--- config.mk ---
export PLATFORM = sky130hd
export DESIGN_NAME = mat_stream_out
export DESIGN_NICKNAME = d
export VERILOG_FILES = /design/src/rtl/mat_pkg.sv /design/src/rtl/mat_stream_out.sv
export SDC_FILE = /design/constraint.sdc
export NUM_CORES = 2
export LEC_CHECK = 0
export CAP_MARGIN = 15
export CORE_AREA = 3 3 410 412
export CTS_CLUSTER_DIAMETER = 50
export CTS_CLUSTER_SIZE = 28
export DETAILED_ROUTE_END_ITERATION = 10
export DIE_AREA = 0 0 413 415
export GPL_ROUTABILITY_DRIVEN = 0
export GPL_TIMING_DRIVEN = 1
export PLACE_DENSITY = 0.59
export SYNTH_ARGS = -nofsm -noshare
export SYNTH_HDL_FRONTEND = slang
export SYNTH_SLANG_ARGS = --single-unit
--- constraint.sdc ---
create_clock -name clk -period 3.3 [get_ports clk]
set_clock_uncertainty 0.15 [all_clocks]
set_input_delay 0.66 -clock clk [delete_from_list [all_inputs] [get_ports clk]]
set_output_delay 0.66 -clock clk [all_outputs]
set_load 0.05 [all_outputs]
--- src/rtl/mat_pkg.sv ---
// Shared constants and state encoding for the matrix stream blocks.
package mat_pkg;

    localparam int MAT_DATA_WIDTH = 16;
    localparam int MAT_ROW        = 8;
    localparam int MAT_COL        = 8;

    typedef enum logic {
        IDLE   = 1'b0,
        STREAM = 1'b1
    } state_t;

endpackage

--- src/rtl/mat_stream_out.sv ---
// Serializes a packed ROW x COL matrix into a row-major element stream
// with valid/ready handshakes on both sides.
module mat_stream_out
    import mat_pkg::*;
#(
    parameter int DATA_WIDTH = MAT_DATA_WIDTH,
    parameter int ROW        = MAT_ROW,
    parameter int COL        = MAT_COL
) (
    input  logic                           clk,
    input  logic                           rst_n,
    input  logic                           in_valid,
    output logic                           in_ready,
    input  logic [DATA_WIDTH*ROW*COL-1:0]  in_data,
    output logic                           out_valid,
    input  logic                           out_ready,
    output logic [DATA_WIDTH-1:0]          out_data,
    output logic [$clog2(ROW)-1:0]         out_row,
    output logic [$clog2(COL)-1:0]         out_col,
    output logic                           out_last_col,
    output logic                           out_last
);

    localparam int N   = ROW * COL;
    localparam int CW  = $clog2(N);
    localparam int RW  = $clog2(ROW);
    localparam int CLW = $clog2(COL);

    localparam logic [RW-1:0]  ROW_MAX = RW'(ROW - 1);
    localparam logic [CLW-1:0] COL_MAX = CLW'(COL - 1);

    state_t                   state;
    logic [CW-1:0]            cnt;
    logic [CW-1:0]            cnt_nxt;
    logic [RW-1:0]            row_nxt;
    logic [CLW-1:0]           col_nxt;
    logic [DATA_WIDTH*N-1:0]  mat;

    assign in_ready  = (state == IDLE);
    assign out_valid = (state == STREAM);

    // out_row/out_col are themselves the index counters; no division needed
    always_comb begin
        cnt_nxt = cnt + CW'(1);
        row_nxt = out_row;
        col_nxt = out_col + CLW'(1);
        if (out_last_col) begin
            col_nxt = '0;
            row_nxt = out_row + RW'(1);
        end
    end

    always_ff @(posedge clk) begin
        if (!rst_n) begin
            state        <= IDLE;
            cnt          <= '0;
            mat          <= '0;
            out_data     <= '0;
            out_row      <= '0;
            out_col      <= '0;
            out_last_col <= 1'b0;
            out_last     <= 1'b0;
        end else begin
            unique case (state)
                IDLE: begin
                    if (in_valid) begin
                        state        <= STREAM;
                        mat          <= in_data;
                        out_data     <= in_data[DATA_WIDTH-1:0];
                        cnt          <= '0;
                        out_row      <= '0;
                        out_col      <= '0;
                        out_last_col <= (COL == 1);
                        out_last     <= (N == 1);
                    end
                end
                STREAM: begin
                    if (out_ready) begin
                        if (out_last) begin
                            state        <= IDLE;
                            cnt          <= '0;
                            out_row      <= '0;
                            out_col      <= '0;
                            out_last_col <= 1'b0;
                            out_last     <= 1'b0;
                        end else begin
                            cnt          <= cnt_nxt;
                            out_data     <= mat[int'(cnt_nxt)*DATA_WIDTH +: DATA_WIDTH];
                            out_row      <= row_nxt;
                            out_col      <= col_nxt;
                            out_last_col <= (col_nxt == COL_MAX);
                            out_last     <= (col_nxt == COL_MAX) &&
                                            (row_nxt == ROW_MAX);
                        end
                    end
                end
                default: state <= IDLE;
            endcase
        end
    end

endmodule
# After elaboration in Yosys (flattened, before gate mapping)
# Cells that the tools add are included.
# W data, S select, Z words.
[totals] elab_cells=50 register_bits=1055 input_bits=1028 output_inout_bits=26
[classes] n_shift=1 n_bitwise=1 muxes=28 eq_ne=5 addsub=3 reduce_logical=4
[op_table] op="$shiftx A1024 B11 Y16" count=1
[op_table] op="$mux W16" count=3
[op_table] op="$pmux W16 S2" count=1
[op_table] op="$mux W3" count=7
[op_table] op="$mux W6" count=3
[op_table] op="$pmux W3 S2" count=2
[op_table] op="$pmux W6 S2" count=1
[op_table] op="$mux W1" count=8
[op_table] op="$add A3 B1 Y3 const B" count=2
[op_table] op="$add A6 B1 Y6 const B" count=1
[op_table] op="$eq A3 B3 Y1 const B" count=2
[op_table] op="$ne A2 B2 Y1 const B" count=3
[op_table] op="$pmux W1 S2" count=3
[op_table] op="$reduce_and A2 Y1" count=2
[op_table] op="$reduce_and A3 Y1" count=1
[op_table] op="$logic_and A1 B1 Y1" count=1
[op_table] op="$not A1 Y1" count=1

# Depth between registers and ports, before layout
[logic_depth] word_depth=7 ltp_mapped=10 depth_no_buf=8

# Worst setup path after synthesis
# No wires, ideal clock.
[synth_path] path_kind="flip-flop to flip-flop" from="reg cnt[1]" to="reg out_data[1]" t_required_ps=3020 arrival_ps=2343 slack_ps=678 setup_time_ps=130 n_path_buf=4 stages_incl_launch_ff=11 period_less_slack_ps=2622 path_cell_list="dfxtp_1 ha_1 buf_6 buf_6 buf_2 buf_2 mux4_2 a22oi_1 a21oi_1 o41ai_1 a21oi_1"
[synth_via] elab_chain_cells=5
[synth_rtl] element="start: declaration" line="mat_stream_out.sv:33" source="logic [CW-1:0] cnt;"
[synth_rtl] element="start signal: assignment" line="mat_stream_out.sv:87" source="cnt <= cnt_nxt;"
[synth_rtl] element="$add A6 B1 Y6" line="mat_stream_out.sv:44" source="cnt_nxt = cnt + CW'(1);"
[synth_rtl] element="$shiftx A1024 B11 Y16" line="mat_stream_out.sv:88" source="out_data <= mat[int'(cnt_nxt)*DATA_WIDTH +: DATA_WIDTH];"
[synth_rtl] element="$mux W16" line="mat_stream_out.sv:79" source="if (out_last) begin"
[synth_rtl] element="$mux W16" line="mat_stream_out.sv:78" source="if (out_ready) begin"
[synth_rtl] element="$pmux W16 S2" line="mat_stream_out.sv:64" source="unique case (state)"
[synth_rtl] element="end signal: assignment" line="mat_stream_out.sv:69" source="out_data <= in_data[DATA_WIDTH-1:0];"
[synth_rtl] element="end signal: assignment" line="mat_stream_out.sv:88"
[synth_rtl] element="end: declaration" line="mat_stream_out.sv:17" source="output logic [DATA_WIDTH-1:0] out_data,"
# No other way between the ends. The select of a mux whose other input is x is not followed.
# A chain may end at the register's enable or synchronous reset.

# Worst setup path in the final report
[layout_path] from="reg cnt[0]" to="reg out_data[9]"
# Same word-level chain as after synthesis.

==> run_results.csv <==
group,metric,value,unit
detailed_routing,vias_per_cell,4.961,
power,power,33.72,mW
clock_network,clock_latency,0.78,ns
final_layout,fin_util,0.3940,
timing,setup_violations,1,
critical_path,cp-start-kind,"flop",
power,p_int,24.32,mW
detailed_routing,remaining_drc_errors,0,
synth,ys_warn_count,0,
clock_network,htree_levels,4,
power,power_density,519.3,nW/µm²
final_layout,fin_nets,7127,
timing,worst_slew_pin_slew,0.8658,ns
power,p_clk_frac,0.448,
place,hpwl,172400,µm
timing,relSlewSlack,0.4210,
critical_path,crit_type,"reg -> reg",
detailed_routing,drt-total-wl,217800,µm
power,peakVddDrop,0.0004955,V
power,seq_power_share,0.413,
run_status,status,"finished, violations left",
critical_path,startpoint,"cnt[0]",
power,p_sw_frac,0.2789,
clock_network,cts.sinks,1055,
power,p_comb_frac,0.139,
die,pin_count,1054,
final_layout,drive_gt1_frac,0.1133,
timing,worst_slack,-0.03640,ns
critical_path,crit_arrival,3.80,ns
timing,tns,-0.03640,ns
timing,drv_slew,0,
clock_network,clk_pin_slew,0.07,ns
critical_path,reg2reg_from,"cnt[0]",
final_layout,fin_cells,8430,
timing,min_period,3.336,ns
global_route,overflow,0,
clock_network,numCtsBuffers,130,
final_layout,multi_input_area,23760,µm²
clock_network,tritoncts,"done",
global_route,grt_pass1_wl,301000,µm
synth,syn_area,46590,µm²
detailed_routing,first_pass_iters,6,
synth,ys_seq_area_frac,0.4533,
synth,async_reset_ff_frac,0,
place,pre_cts_slack,-0.04416,ns
clock_network,cts_root_buffer,"clkbuf_16",
timing,finalHoldViolCount,0,
final_layout,synthToLayoutAreaGrowth,39.39,%
die,initial_core_util,0.2827,
detailed_routing,via_count,41820,
final_layout,fillCellCount,16540,
timing,fin_crit_sh,1.011,
critical_path,r2r_end,"out_data[9]",
detailed_routing,final_antenna_net_count,0,
synth,synth_fp_nets,6219,
timing,max_freq,0.2997,GHz
timing,rsz0062_at_grt,"true",
synth,avgSynthCellArea,8.980,µm²
synth,syn_inst,5188,
place,postPlaceCellArea,60100,µm²
clock_network,clk_path_buf_depth,3,
die,fp.dieArea,171400,µm²
synth,synth_seq_cells,1055,
synth,synth_edf_count,0,
die,dieWidth,413,µm
place,port-buffer-count,1053,
die,rows,149,
synth,ys.flop_type,"dfxtp_1",
die,die_h,415,µm
global_route,grt.total_usage,0.2453,
die,core,164800,µm²
final_layout,design_area,64940,µm²
worst_hold_path,hold_path_class,"in -> reg",
flow_run,cap_violations,0,
critical_path,worstSetupEndpointType,"flop",
detailed_routing,drt-initial-drc-count,3665,
critical_path,ff2ff_path_depth,8,
critical_path,critical_path.endpoint,"out_data[9]",
synth,ys_types,44,
power,leakage,22.83,nW
run_status,violations,"setup timing",
power,p_sw,9.405,mW
detailed_routing,wire_per_inst,25.84,µm
place,placed_cells,8152,
critical_path,required,3.77,ns
critical_path,critPathMaxFanout,23,
final_layout,regArea,21120,µm²
global_route,grt_max_degree,154,
global_route,antenna_found_initial,86,
critical_path,r2r_setup_slack,-0.04,ns
global_route,first_global_vias,41710,
timing,finalHoldWorstSlack,0.1581,ns
## final cells by class
type,count,area share
Antenna cell,37,0.001426
Clock inverter,95,0.01811
Tap cell,2189,0.04218
Clock buffer,145,0.05298
Timing Repair Buffer,1214,0.1939
Multi-Input combinational cell,3690,0.3659
Sequential cell,1055,0.3253
Inverter,5,0.0002890
## sequential cells by signal, indices dropped and copies added, names as in the netlist
signal	count
cnt	6
mat	1024
out_col	3
out_data	16
out_last	1
out_last_col	1
out_row	3
out_valid	1
## logic make-up (layout without fill, tap and decap cells)
kind of cell | count (synthesis) | after routing | synth area share
and+or+nand+nor | 2161 | 2161 | 0.1767
AOI/OAI and AO/OA | 1247 | 1247 | 0.1965
DFF | 1055 | 1055 | 0.4533
buffers and inverters | 443 | 1459 | 0.04047
muxes | 269 | 269 | 0.1299
xor gates and xnor gates | 10 | 10 | 0.002202
adders and majority gates | 3 | 3 | 0.0008058
other | 0 | 37 | 0
## layout by cell type, fill, tap and decap left out, drive strengths merged, types with 6 or more instances in the layout
| master | netlist | routed |
|---|---|---|
| a21boi | 1027 | 1027 |
| a31oi | 8 | 8 |
| clkinvlp | 0 | 11 |
| nor2 | 28 | 28 |
| buf | 91 | 163 |
| nand3 | 11 | 11 |
| o21ai | 26 | 26 |
| nand4 | 7 | 7 |
| a311oi | 6 | 6 |
| a21oi | 64 | 64 |
| a221oi | 7 | 7 |
| dfxtp | 1055 | 1055 |
| bufinv | 0 | 7 |
| o211ai | 6 | 6 |
| a211oi | 6 | 6 |
| mux4 | 268 | 268 |
| nor2b | 10 | 10 |
| clkinv | 1 | 38 |
| inv | 4 | 44 |
| diode | 0 | 37 |
| a22oi | 85 | 85 |
| clkbuf | 347 | 146 |
| clkdlybuf4s50 | 0 | 1050 |
| o41ai | 10 | 10 |
| and2 | 9 | 9 |
| nand2 | 2087 | 2087 |
## timing repair
| action | in CTS | in global routing |
|---|---|---|
| resized for setup | 4 | 16 |
| hold buffers | 0 | 0 |
| buffers inserted | 0 | 0 |
| pin swaps | 0 | 1 |
| setup endpoints to repair | 4 | 5 |
| gates cloned | 0 | 1 |
## synthesized netlist by cell type, drive strengths merged, types with 5 or more instances
cell type,count,area [µm²]
nand2,2087,7839
dfxtp,1055,21120
a21boi,1027,7710
clkbuf,347,1303
mux4,268,6043
buf,91,564.3
a22oi,85,638.1
a21oi,64,320.3
nor2,28,105.1
o21ai,26,130.1
nand3,11,67.57
nor2b,10,62.56
o41ai,10,87.58
and2,9,56.30
a31oi,8,50.05
a221oi,7,61.31
nand4,7,43.79
a211oi,6,45.04
a311oi,6,52.55
o211ai,6,45.04
xnor2,5,58.81
xor2,5,43.79
## worst max-delay path, cell delays in order, from the launching register on
cell,delay (ns)
dfxtp_4,0.37
ha_4,0.39
buf_12,0.18
buf_12,0.22
mux4_2,0.57
a22oi_1,0.40
a21oi_1,0.30
o41ai_1,0.47
a21oi_1,0.11
## worst min-delay path by stage
stage	from	to	slack, ns	cells after the start
2_1_floorplan	mat[697]	mat[697]	0.29	2
3_3_place_gp	mat[191]	mat[191]	0.30	2
3_5_place_dp	mat[201]	mat[201]	0.30	2
4_1_cts	rst_n	out_last	0.13	2
5_1_grt	rst_n	out_last	0.15	2
6_report	rst_n	out_last	0.16	2
## power by group through the flow
stage                     sequential (mW)  combinational [mW]  clock, mW
after floorplan                      14.0                2.13          0
after global placement               14.2                4.69          0
after detailed placement             14.2                4.71          0
after CTS                            13.9                4.73       15.4
after global routing                 14.0                5.04       15.9
final                                13.9                4.70       15.1
## layer usage
layer	up-vias	GRT usage	routed length [µm]
li1	19480	-	-
met1	20360	0.2937	85770
met2	1539	0.4160	106600
met3	410	0.05026	14040
met4	34	0.1207	11150
met5	-	0	225
No activity file was read; power rests on OpenSTA's default activity.
